[src/rtl/lbp_code_gen.sv]
// Turns a centre pixel and its 8 circular neighbours into an LBP code, a uniformity
// flag and a riu2 label through three registered stages, and marks the last code of each frame.
module lbp_code_gen #(
  parameter logic [7:0]  THRESH       = 8'd0,
  parameter int unsigned FRAME_PIXELS = 16384,
  parameter int unsigned CNT_W        = 14
) (
  input  logic         clk,
  input  logic         rst,
  input  logic         done_i,
  input  logic [7:0]   mid_i,
  input  logic [7:0]   S1_i,
  input  logic [7:0]   S2_i,
  input  logic [7:0]   S3_i,
  input  logic [7:0]   S4_i,
  input  logic [7:0]   S5_i,
  input  logic [7:0]   S6_i,
  input  logic [7:0]   S7_i,
  input  logic [7:0]   S8_i,
  output logic [7:0]   lbp_o,
  output logic         uniform_o,
  output logic [3:0]   riu2_o,
  output logic         done_o,
  output logic         frame_done_o
);

  function automatic logic at_or_above(input logic [7:0] s, input logic [8:0] t);
    return ({1'b0, s} >= t);
  endfunction

  function automatic logic [3:0] popcount8(input logic [7:0] x);
    logic [3:0] n;
    n = 4'd0;
    for (int k = 0; k < 8; k++) begin
      n = n + {3'd0, x[k]};
    end
    return n;
  endfunction

  // Threshold is formed at 9 bits so mid+THRESH above 255 can never be met by any sample.
  logic [8:0] thr;
  logic [7:0] cmp;

  assign thr = {1'b0, mid_i} + {1'b0, THRESH};
  assign cmp = {at_or_above(S8_i, thr), at_or_above(S7_i, thr),
                at_or_above(S6_i, thr), at_or_above(S5_i, thr),
                at_or_above(S4_i, thr), at_or_above(S3_i, thr),
                at_or_above(S2_i, thr), at_or_above(S1_i, thr)};

  logic [7:0] b1;
  logic       v1;

  always_ff @(posedge clk or posedge rst) begin
    if (rst) begin
      b1 <= 8'd0;
      v1 <= 1'b0;
    end else begin
      b1 <= cmp;
      v1 <= done_i;
    end
  end

  // Circular transitions: each bit against its neighbour one position further round.
  logic [7:0] rot1;
  logic [3:0] u_next;
  logic [3:0] p_next;

  assign rot1   = {b1[0], b1[7:1]};
  assign u_next = popcount8(b1 ^ rot1);
  assign p_next = popcount8(b1);

  logic [7:0] b2;
  logic [3:0] u2;
  logic [3:0] p2;
  logic       v2;

  always_ff @(posedge clk or posedge rst) begin
    if (rst) begin
      b2 <= 8'd0;
      u2 <= 4'd0;
      p2 <= 4'd0;
      v2 <= 1'b0;
    end else begin
      b2 <= b1;
      u2 <= u_next;
      p2 <= p_next;
      v2 <= v1;
    end
  end

  logic             uni2;
  logic [CNT_W-1:0] frame_cnt;
  logic             last_in_frame;

  assign uni2          = (u2 <= 4'd2);
  assign last_in_frame = (frame_cnt == CNT_W'(FRAME_PIXELS - 1));

  // Output registers hold their last code across bubbles; only the strobes drop.
  always_ff @(posedge clk or posedge rst) begin
    if (rst) begin
      lbp_o        <= 8'd0;
      uniform_o    <= 1'b0;
      riu2_o       <= 4'd0;
      done_o       <= 1'b0;
      frame_done_o <= 1'b0;
      frame_cnt    <= '0;
    end else begin
      done_o       <= v2;
      frame_done_o <= 1'b0;
      if (v2) begin
        lbp_o        <= b2;
        uniform_o    <= uni2;
        riu2_o       <= uni2 ? p2 : 4'd9;
        frame_done_o <= last_in_frame;
        frame_cnt    <= last_in_frame ? '0 : frame_cnt + CNT_W'(1);
      end
    end
  end

endmodule

[config.mk]
export PLATFORM = sky130hd
export DESIGN_NAME = lbp_code_gen
export DESIGN_NICKNAME = d
export VERILOG_FILES = /design/src/rtl/lbp_code_gen.sv
export SDC_FILE = /design/constraint.sdc
export NUM_CORES = 1
export LEC_CHECK = 0
export CORE_UTILIZATION = 30
export CTS_BUF_LIST = sky130_fd_sc_hd__clkbuf_4 sky130_fd_sc_hd__clkbuf_8 sky130_fd_sc_hd__clkbuf_16
export CTS_CLUSTER_SIZE = 24
export DETAILED_ROUTE_END_ITERATION = 10
export HOLD_SLACK_MARGIN = 0.05
export PLACE_DENSITY = 0.57
export SYNTH_ARGS = -nofsm -noshare
export SYNTH_HDL_FRONTEND = slang
export SYNTH_SLANG_ARGS = --single-unit
[constraint.sdc]
create_clock -name clk -period 8.3 [get_ports clk]
set_input_delay 1.66 -clock clk [delete_from_list [all_inputs] [get_ports clk]]
set_output_delay 1.66 -clock clk [all_outputs]
set_load 0.02 [all_outputs]
==> reports/qor.yml <==
status:
  status: "finished, violations left"
  violations: "design-rule violations"
clock_network:
  cts_tree: "yes"
  cts_repair_resize_count: 0
  numCtsBuffers: 5
  clk_pin_slew_ps: 80
  cts_setup_buffers: 0
  htreeDepth: 2
  insertion_delay_ps: 290
  cts_hold_repair.buffers: 0
  cts_sinks: 55
  cts_max_path_buffers: 2
  clockRootBuffer: "clkbuf_16"
layout:
  diodes: 0
  fin_area_um2: 4830
  finalNetCount: 573
  mostFrequentLayoutCells: "clkdlybuf4s50_1, ha_1, dfrtp_1"
  syn_to_final_growth_pct: 32.5
  final_common_cell: "clkdlybuf4s50_1"
  drive_gt1_share_pct: 5.01
synth:
  synthAdderAreaFrac_pct: 28.9
  ys_types: 30
  synth_xor_area_share_pct: 4.33
  ys.flop_type: "dfrtp_1"
  synth-edff-count: 0
  synth_area_per_cell_um2: 11.1
  yosys-mux-area-fraction_pct: 2.78
  synth_compound_area_share_pct: 13.2
  synth_top_family_by_area: "adder cells"
  yosysWarnings: 0
  syn-cell-area_um2: 3640
  syn_inst: 327
  synth-simple-area-share_pct: 8.04
  synthArstFlopShare_pct: 100
  syn_nets: 482
  yosysSeqAreaShare_pct: 37.8
  ys_ff_latch: 55
worst_setup_path:
  cp_data_required_time_ps: 8470
  worst_setup_path_start_kind: "primary input"
  r2r-end: "u2[2]$_DFF_PP0_"
  critPathMaxFanout: 8
  criticalPathCategory: "in2reg"
  r2r_start: "b1[4]$_DFF_PP0_"
  r2r_cells: 10
  worst-r2r-setup-slack_ps: 5340
  cp_data_arrival_time_ps: 3380
  crit_path_end_kind: "flop"
place:
  routabilityCongestion: 0.768
  portBuffers: 89
  hpwl_um: 6900
  place_area_um2: 4680
route:
  ant_nets: 0
  top_layer_used: "met4"
  routed-wl-met2_um: 3780
  via_per_inst: 4.76
  num_vias: 2676
  drtIter0Drc: 83
  drc: 3
  first_pass_iters: 9
  wl_met3_um: 748
  met1_length_um: 3810
  wl_per_cell_um: 15.1
  wirelength_um: 8460
hold_path:
  min_path_type: "reg2reg"
  worstHoldStart: "v1$_DFF_PP0_"
  holdPathEnd: "v2$_DFF_PP0_"
  hold_depth: 0
floorplan:
  core-area_um2: 11600
  io_pins: 90
  fp.dieW_um: 112
  start_util_pct: 31.4
  design.die.area_um2: 12600
  rows: 39
  die_height_um: 112
sta:
  worst_slew_pin_slew_ps: 745
  tns_ps: 0
  post-route-min-period_ps: 3210
  finalCritPeriodShare_pct: 38.7
  rsz0062_at_grt: "no"
  drv_slew: 0
  fmax_mhz: 311
  finClkSkew_ps: 5.79
  setup_viol: 0
  hold_viol_final: 0
  max_slew_margin_pct: 50.3
global_route:
  grt.total_usage_pct: 14.2
  grt_pass1_vias: 2891
  antenna_found_initial: 0
  grt_overflow: 0
  grt_pass1_wl_um: 13900
  grt_max_degree: 56
power_and_ir_drop:
  p_per_area_nw_per_um2: 191
  ir_worst_vdd_v: 0.0000916
  p_leak_nw: 2.34
job:
  drv_cap: 0
worst max-delay path, cell delays in order:
cell	delay, ps
clkdlybuf4s50_1	730
ha_1	300
nand2b_1	140
a21o_1	170
a211oi_1	270
o31ai_1	110
stage by stage:
step | hold slack (ps) | power, mW | cells | worst slack, ps | util, %
floorplan | 331 | 0.598 | 327 | 5300 | -
global placement | 356 | 0.714 | 554 | 4810 | 40.3
global route | 383 | 0.999 | 562 | 4990 | 41.6
detailed placement | 363 | 0.722 | 554 | 4770 | 40.3
CTS | 366 | 0.936 | 562 | 5080 | 41.6
finish | 358 | 0.922 | 562 | 5090 | 41.6
area by class of cell:
type | instances | area, µm²
multi-input cells | 229 | 2090
clock buffers | 5 | 125
flip-flops and latches | 55 | 1380
clock inverters | 3 | 22.5
fillers | 1147 | 6790
inverters | 37 | 139
repair buffers | 90 | 898
well taps | 143 | 179
flip-flops by register name, indices dropped and copies added (netlist names):
| signal | count |
|---|---|
| u2 | 4 |
| riu2_o | 4 |
| p2 | 4 |
| b1 | 8 |
| uniform_o | 1 |
| done_o | 1 |
| lbp_o | 8 |
| v2 | 1 |
| v1 | 1 |
| frame_cnt | 14 |
| b2 | 8 |
| frame_done_o | 1 |
metal layers:
layer | track usage [%] | up-vias
li1 | - | 1349
met1 | 17.0 | 1227
met2 | 23.8 | 91
met3 | 5.08 | 9
met4 | 4.53 | 0
met5 | 0 | -
cells in the mapped netlist (all sizes together) (4+ instances only):
cell	instances	share of area, %
a211oi	9	1.9
a21o	25	5.2
a21oi	12	1.6
and4	5	1.3
buf	4	0.89
dfrtp	55	38
fa	7	3.8
ha	73	25
inv	37	3.8
mux2	9	2.8
nand2	4	0.41
nand2b	8	1.4
nand3	9	1.2
nand4	11	1.9
nor2	13	1.3
o21ai	7	1.1
o31ai	10	2.1
xnor2	10	2.4
xor2	8	1.9
logic make-up after synthesis:
group / after synthesis
xor+xnor: 18
fa+ha+maj: 80
compound gates: 69
mux: 9
simple gates: 53
flops: 55
buf+inv: 43
power by group:
part / internal (mW) / switching [mW]
clock network: 0.113 / 0.0979
registers: 0.328 / 0.0432
logic: 0.176 / 0.163
how the worst max path moves through the flow:
stage             start         endpoint  slack, ps
6_report       mid_i[0]  b1[2]$_DFF_PP0_       5090
3_5_place_dp   mid_i[0]  b1[5]$_DFF_PP0_       4770
5_1_grt        mid_i[0]  b1[2]$_DFF_PP0_       4990
4_1_cts        mid_i[0]  b1[3]$_DFF_PP0_       5080
3_3_place_gp   mid_i[0]  b1[1]$_DFF_PP0_       4810
2_1_floorplan       rst  b1[0]$_DFF_PP0_       5300
Power figures use the tool's default switching activity.
